`src/rtl/goldschmidt_iter_ctrl_if.sv`:
```
// Request-side bundle between the divide requester and the iterative Goldschmidt controller.
interface goldschmidt_iter_ctrl_if;
  logic       start;
  logic       abort;
  logic [7:0] a;
  logic [7:0] b;
  logic       busy;
  logic       done;
  logic [7:0] q;
  logic       div_by_zero;
  logic       converged;
  logic [2:0] iter_count;

  modport master (
    output start, abort, a, b,
    input  busy, done, q, div_by_zero, converged, iter_count
  );

  modport slave (
    input  start, abort, a, b,
    output busy, done, q, div_by_zero, converged, iter_count
  );
endinterface

```
`src/rtl/goldschmidt_iter_ctrl.sv`:
```
// Iterative Goldschmidt controller: drives one shared divider stage, feeding xinew back
// until the denominator reaches +1.0, the multiplier collapses to zero, or MAX_ITER runs out.
//
// state | meaning
// IDLE  | waiting for start
// CHECK | screen zero operands, load reciprocal seed
// ISSUE | present a/b/xi to the stage, arm latency counter
// WAIT  | let the stage settle for STG_LAT cycles
// EVAL  | sample stage results, decide exit or next pass
// DONE  | one-cycle done pulse
module goldschmidt_iter_ctrl #(
  parameter int unsigned MAX_ITER = 3,
  parameter int unsigned STG_LAT  = 1,
  parameter logic [7:0]  ONE_VAL  = 8'h38
) (
  input  logic                     clk,
  input  logic                     rst_n,
  goldschmidt_iter_ctrl_if.slave   req,
  output logic [7:0]               stg_a,
  output logic [7:0]               stg_b,
  output logic [7:0]               stg_xi,
  output logic                     stg_valid,
  input  logic [7:0]               stg_c,
  input  logic [7:0]               stg_d,
  input  logic [7:0]               stg_xinew
);

  typedef enum logic [2:0] {
    S_IDLE, S_CHECK, S_ISSUE, S_WAIT, S_EVAL, S_DONE
  } state_t;

  localparam logic [2:0] MAX_ITER_W = 3'(MAX_ITER);
  localparam logic [3:0] STG_LAT_W  = 4'(STG_LAT);

  state_t     state_q, state_d;
  logic [7:0] a_q, a_d;
  logic [7:0] b_q, b_d;
  logic [7:0] xi_q, xi_d;
  logic [7:0] q_q, q_d;
  logic [2:0] iter_q, iter_d;
  logic [2:0] iter_count_q, iter_count_d;
  logic [3:0] wait_cnt_q, wait_cnt_d;
  logic       dbz_q, dbz_d;
  logic       conv_q, conv_d;
  logic [2:0] iter_inc;

  // Reciprocal seed exponent: mirrors the exponent around 0111 for the supported range.
  function automatic logic [3:0] seed_exp(input logic [3:0] e);
    logic [3:0] s;
    case (e)
      4'b0100: s = 4'b1010;
      4'b0101: s = 4'b1001;
      4'b0110: s = 4'b1000;
      4'b0111: s = 4'b0111;
      4'b1000: s = 4'b0110;
      4'b1001: s = 4'b0101;
      4'b1010: s = 4'b0100;
      default: s = 4'b0000;
    endcase
    return s;
  endfunction

  assign iter_inc = iter_q + 3'd1;

  always_comb begin
    state_d      = state_q;
    a_d          = a_q;
    b_d          = b_q;
    xi_d         = xi_q;
    q_d          = q_q;
    iter_d       = iter_q;
    iter_count_d = iter_count_q;
    wait_cnt_d   = wait_cnt_q;
    dbz_d        = dbz_q;
    conv_d       = conv_q;

    if (req.abort) begin
      state_d = S_IDLE;
    end else begin
      case (state_q)
        S_IDLE: begin
          if (req.start) begin
            a_d          = req.a;
            b_d          = req.b;
            q_d          = 8'h00;
            dbz_d        = 1'b0;
            conv_d       = 1'b0;
            iter_count_d = 3'd0;
            state_d      = S_CHECK;
          end
        end
        S_CHECK: begin
          if (b_q == 8'h00) begin
            q_d     = 8'h00;
            dbz_d   = 1'b1;
            state_d = S_DONE;
          end else if (a_q == 8'h00) begin
            q_d     = 8'h00;
            state_d = S_DONE;
          end else begin
            xi_d    = {1'b0, seed_exp(b_q[6:3]), 3'b000};
            iter_d  = 3'd0;
            state_d = S_ISSUE;
          end
        end
        S_ISSUE: begin
          wait_cnt_d = STG_LAT_W;
          state_d    = S_WAIT;
        end
        S_WAIT: begin
          wait_cnt_d = wait_cnt_q - 4'd1;
          if (wait_cnt_q == 4'd1) state_d = S_EVAL;
        end
        S_EVAL: begin
          q_d    = stg_d;
          iter_d = iter_inc;
          // iter_count is loaded on the way into DONE so it is already valid alongside done.
          if (stg_c == ONE_VAL || stg_xinew == 8'h00) begin
            conv_d       = 1'b1;
            iter_count_d = iter_inc;
            state_d      = S_DONE;
          end else if (iter_inc == MAX_ITER_W) begin
            iter_count_d = iter_inc;
            state_d      = S_DONE;
          end else begin
            xi_d    = stg_xinew;
            state_d = S_ISSUE;
          end
        end
        S_DONE:  state_d = S_IDLE;
        default: state_d = S_IDLE;
      endcase
    end
  end

  always_ff @(posedge clk or negedge rst_n) begin
    if (!rst_n) begin
      state_q      <= S_IDLE;
      a_q          <= 8'h00;
      b_q          <= 8'h00;
      xi_q         <= 8'h00;
      q_q          <= 8'h00;
      iter_q       <= 3'd0;
      iter_count_q <= 3'd0;
      wait_cnt_q   <= 4'd0;
      dbz_q        <= 1'b0;
      conv_q       <= 1'b0;
    end else begin
      state_q      <= state_d;
      a_q          <= a_d;
      b_q          <= b_d;
      xi_q         <= xi_d;
      q_q          <= q_d;
      iter_q       <= iter_d;
      iter_count_q <= iter_count_d;
      wait_cnt_q   <= wait_cnt_d;
      dbz_q        <= dbz_d;
      conv_q       <= conv_d;
    end
  end

  assign req.busy        = (state_q != S_IDLE);
  assign req.done        = (state_q == S_DONE);
  assign req.q           = q_q;
  assign req.div_by_zero = dbz_q;
  assign req.converged   = conv_q;
  assign req.iter_count  = iter_count_q;

  assign stg_a     = a_q;
  assign stg_b     = b_q;
  assign stg_xi    = xi_q;
  assign stg_valid = (state_q == S_ISSUE) || (state_q == S_WAIT);

endmodule

```
`src/flat_wrapper.sv`:
```
// flat-port wrapper written by rule: the top's interface ports become plain ports
module goldschmidt_iter_ctrl_flat 
#(
  parameter int unsigned MAX_ITER = 3,
  parameter int unsigned STG_LAT  = 1,
  parameter logic [7:0]  ONE_VAL  = 8'h38
)
  (clk, rst_n, stg_a, stg_b, stg_xi, stg_valid, stg_c, stg_d, stg_xinew, req_start, req_abort, req_a, req_b, req_busy, req_done, req_q, req_div_by_zero, req_converged, req_iter_count);
  goldschmidt_iter_ctrl_if req_i ();
  input  logic clk;
  input  logic rst_n;
  output logic [7:0] stg_a;
  output logic [7:0] stg_b;
  output logic [7:0] stg_xi;
  output logic stg_valid;
  input  logic [7:0] stg_c;
  input  logic [7:0] stg_d;
  input  logic [7:0] stg_xinew;
  input wire logic [$bits(req_i.start)-1:0] req_start;
  input wire logic [$bits(req_i.abort)-1:0] req_abort;
  input wire logic [$bits(req_i.a)-1:0] req_a;
  input wire logic [$bits(req_i.b)-1:0] req_b;
  output wire logic [$bits(req_i.busy)-1:0] req_busy;
  output wire logic [$bits(req_i.done)-1:0] req_done;
  output wire logic [$bits(req_i.q)-1:0] req_q;
  output wire logic [$bits(req_i.div_by_zero)-1:0] req_div_by_zero;
  output wire logic [$bits(req_i.converged)-1:0] req_converged;
  output wire logic [$bits(req_i.iter_count)-1:0] req_iter_count;
  assign req_i.start = req_start;
  assign req_i.abort = req_abort;
  assign req_i.a = req_a;
  assign req_i.b = req_b;
  assign req_busy = req_i.busy;
  assign req_done = req_i.done;
  assign req_q = req_i.q;
  assign req_div_by_zero = req_i.div_by_zero;
  assign req_converged = req_i.converged;
  assign req_iter_count = req_i.iter_count;
  goldschmidt_iter_ctrl #(.MAX_ITER(MAX_ITER), .STG_LAT(STG_LAT), .ONE_VAL(ONE_VAL)) u_core (.clk(clk), .rst_n(rst_n), .req(req_i), .stg_a(stg_a), .stg_b(stg_b), .stg_xi(stg_xi), .stg_valid(stg_valid), .stg_c(stg_c), .stg_d(stg_d), .stg_xinew(stg_xinew));
endmodule
```
`config.mk`:
```
export PLATFORM = sky130hd
export DESIGN_NAME = goldschmidt_iter_ctrl_flat
export DESIGN_NICKNAME = d
export VERILOG_FILES = /design/src/rtl/goldschmidt_iter_ctrl_if.sv /design/src/rtl/goldschmidt_iter_ctrl.sv /design/src/flat_wrapper.sv
export SDC_FILE = /design/constraint.sdc
export NUM_CORES = 1
export LEC_CHECK = 0
export ABC_AREA = 1
export BUFFER_PORTS_ARGS = -buffer_cell sky130_fd_sc_hd__buf_2
export CELL_PAD_IN_SITES_DETAIL_PLACEMENT = 1
export CELL_PAD_IN_SITES_GLOBAL_PLACEMENT = 1
export CORE_UTILIZATION = 32
export CTS_CLUSTER_SIZE = 12
export DETAILED_ROUTE_END_ITERATION = 7
export PLACE_DENSITY_LB_ADDON = 0.1
export SETUP_SLACK_MARGIN = 0.1
export SYNTH_ARGS = -nofsm -noshare
export SYNTH_HDL_FRONTEND = slang
export SYNTH_SLANG_ARGS = --single-unit
```
`constraint.sdc`:
```
create_clock -name clk -period 1.4 [get_ports clk]
set_input_delay 0.28 -clock clk [delete_from_list [all_inputs] [get_ports clk]]
set_output_delay 0.28 -clock clk [all_outputs]
set_load 0.1 [all_outputs]
```
==> flow_metrics.env <==
export IMPL_status="finished, violations left"
export IMPL_violations="negative setup slack"
export IMPL_power_switching_mw=5.79
export IMPL_dp_cells=532
export IMPL_min_delay_start="req_b[6]"
export IMPL_ff2ff_path_depth=10
export IMPL_power_density_nw_per_um2=2530
export IMPL_synth_area_top_cells="dfrtp_1, nand2_1, inv_1"
export IMPL_power_frac_clock=0.075
export IMPL_synthFlopType="dfrtp_1"
export IMPL_timing_rr_start="u_core.state_q[0]$_DFFE_PN0P_"
export IMPL_async_reset_ff_frac=1.00
export IMPL_syn2layout_area_growth_pct=82.1
export IMPL_post_route_cells_drive_above_1_share=0.554
export IMPL_ys_ff_latch=47
export IMPL_yosysTopAreaCell="dfrtp_1"
export IMPL_cts_clk_slew_worst_paths_ps=90
export IMPL_pin_count=84
export IMPL_r2r_setup_slack_ps=-200
export IMPL_die_y_um=89.4
export IMPL_swShare=0.515
export IMPL_cp_slowest_stage_delay_ps=470
export IMPL_start_util=0.334
export IMPL_synth_avg_cell_area_um2=7.76
export IMPL_drt_iter0_drc=48
export IMPL_crit_path_end_kind="primary output"
export IMPL_cts_tree="built"
export IMPL_worst_slew_pin_slew_ps=312
export IMPL_wirelength_mm=8.39
export IMPL_hold_violations=0
export IMPL_clk_latency_ps=310
export IMPL_seqPwrFrac=0.201
export IMPL_cp_start_kind="register"
export IMPL_instances_no_fill=570
export IMPL_hold_class="input port to register"
export IMPL_synth_fp_nets=363
export IMPL_layout_commonest_cell="nand2_1"
export IMPL_n_antenna_cell=0
export IMPL_slew_headroom=0.792
export IMPL_numClockSinks=47
export IMPL_synth_top_cell_area_share=0.481
export IMPL_cp_max_fo=3
export IMPL_htree_levels=2
export IMPL_drv_cap=0
export IMPL_fmax_mhz=622
export IMPL_path_cells="inv_2 > nand2_2 > nor2_4 > buf_6 > inv_4 > buf_12"
export IMPL_synthCells=315
export IMPL_rr_endpoint="u_core.stg_a[6]$_DFFE_PN0P_"
export IMPL_die_area_um2=7990
export IMPL_cts_buffers_inserted=5
export IMPL_grt_pass1_vias=2707
export IMPL_grt_max_degree=48
export IMPL_final_cell_mix="nand2_1, buf_4, buf_2, buf_6, nand2_2"
export IMPL_vias=2647
export IMPL_fp_row_count=31
export IMPL_dp_hpwl_mm=5.30
export IMPL_core_um2=7330
export IMPL_synth_edff_count=0
export IMPL_antenna_found_initial=0
export IMPL_critical_path_arrival_ps=1330
export IMPL_combPwrFrac=0.724
export IMPL_fillCellCount=852
export IMPL_path_buf_inv=4
export IMPL_seq_area_frac_synth=0.481
export IMPL_nNetsFinal=518
export IMPL_min_period_ps=1610
export IMPL_p_leak_nw=2.33
export IMPL_grt_pass1_wl_mm=12.8
export IMPL_period_share=1.15
export IMPL_routedWlPerCell_um=14.7
export IMPL_tns_ps=-6740
export IMPL_yosys_warnings=0
export IMPL_hold_end="u_core.stg_b[6]$_DFFE_PN0P_"
export IMPL_cts_path_max_buffers=2
export IMPL_cp_top_family="flip-flops"
export IMPL_layout_setup_ws_ps=-208
export IMPL_worstSetupPathType="register to primary output"
export IMPL_portBuffers=83
export IMPL_pre_cts_ws_ps=-101
export IMPL_firstDrtPassIters=4
export IMPL_gp_congestion=0.783
export IMPL_vdd_drop_max_mv=1.87
export IMPL_ant_nets=0
export IMPL_synth_area_um2=2440
export IMPL_report_final_slew_viol_count=0
export IMPL_cts_root_buf="clkbuf_8"
export IMPL_synth_cell_types=30
export IMPL_final_setup_viol_count=46
export IMPL_cp_required_ps=1120
export IMPL_crit_path_top_delay_cell="dfrtp_2"
export IMPL_hold_depth=3
export IMPL_fp_dieW_um=89.4
export IMPL_drc=0
export IMPL_grt_usage=0.211
export IMPL_rsz0062_at_grt="yes"
export IMPL_skew_ps=6.50
export IMPL_vias_per_cell=4.64
export IMPL_internal_power_mw=5.46
export IMPL_grt_overflow=0
## worst max path at each step
stage	endpoint	startpoint	slack, ps	depth (start not counted)
3_5_place_dp	u_core.stg_xi[3]$_DFFE_PN0P_	u_core.iter_q[0]$_DFFE_PN0P_	-100	9
6_report	req_busy	u_core.state_q[0]$_DFFE_PN0P_	-210	6
3_3_place_gp	u_core.state_q[2]$_DFFE_PN0P_	u_core.iter_q[1]$_DFFE_PN0P_	-40	8
5_1_grt	u_core.stg_a[3]$_DFFE_PN0P_	u_core.state_q[0]$_DFFE_PN0P_	-260	11
4_1_cts	req_busy	u_core.state_q[0]$_DFFE_PN0P_	-200	6
2_1_floorplan	u_core.wait_cnt_q[2]$_DFFE_PN0P_	u_core.state_q[2]$_DFFE_PN0P_	-180	7
## stage by stage
stage               total power, mW  hold slack (ps)  area [um2]   util
finish                         11.2              165        4450  0.607
global route                   11.8              156        4450  0.607
detailed placement             8.95              291        3690  0.503
floorplan                      6.31            -15.6        2560      -
CTS                            10.7              157        4200  0.573
global placement               8.82              287        3690  0.503
## worst register-to-register path, cell delays in order (launching register included)
cell and delay (ps):
dfrtp_2 470, inv_2 100, nand2_2 70, nor2_4 90
buf_6 110, buf_4 100, buf_6 90, nand3_4 130
buf_8 210, nand2_1 80, nand2_1 60
## cell type report
class	count	area, um2	area share
Multi-Input combinational cell	224	1330	0.299
Timing Repair Buffer	149	1460	0.329
Sequential cell	47	1240	0.278
Inverter	40	170	0.0382
Tap cell	99	124	0.0278
Timing Repair inverter	3	33.8	0.00759
Clock buffer	5	68.8	0.0155
Clock inverter	3	20.0	0.00450
## power groups by stage
| stage | sequential (mW) | clock [mW] | combinational, mW |
|---|---|---|---|
| floorplan | 4.51 | 0 | 1.79 |
| global placement | 2.18 | 0 | 6.64 |
| detailed placement | 2.21 | 0 | 6.74 |
| CTS | 2.22 | 0.868 | 7.58 |
| global route | 2.31 | 0.921 | 8.52 |
| finish | 2.26 | 0.842 | 8.14 |
## kinds of logic after synthesis
logic type	count (synthesis)	share of synthesized area
AO/OA/AOI/OAI	22	0.0558
XOR/XNOR	1	0.00358
adder cells (fa/ha/maj)	4	0.0205
buffers and inverters	44	0.0773
flip-flops	47	0.481
AND/OR/NAND/NOR	197	0.362
## layer usage
metal  global-route usage  vias to the layer above  part of all wire
met5                    0                        -                 0
li1                     -                     1294                 -
met1                0.241                     1271              0.41
met4               0.0462                        0            0.0051
met2                0.405                       77              0.55
met3               0.0425                        5             0.039
## what timing repair did
action	4_1_cts	5_1_grt
hold buffers	1	0
buffers inserted	13	15
endpoints found under the setup margin	86	69
resized for setup	93	50
hold endpoints to repair	47	0
pin swaps	7	21
cloned	4	0
## cells in the mapped netlist, types with 2 or more instances
library cell,n
nand2_1,129
ha_1,4
inv_2,3
nor2_2,2
o22ai_1,3
nand2_2,2
o21ai_2,3
nand3_2,2
inv_1,34
nand3_1,20
dfrtp_1,47
buf_2,2
nand2_4,2
inv_4,2
nand4_1,10
a21oi_1,4
o21ai_0,11
nor2_1,23
## state kept, by name, indices dropped and copies added (netlist names)
signal,count
u_core.iter_q,3
u_core.wait_cnt_q,4
u_core.req.iter_count,3
u_core.req.div_by_zero,1
u_core.req.converged,1
u_core.req.q,8
u_core.stg_a,8
u_core.state_q,3
u_core.stg_xi,8
u_core.stg_b,8
(Power assumes the default switching activity.)
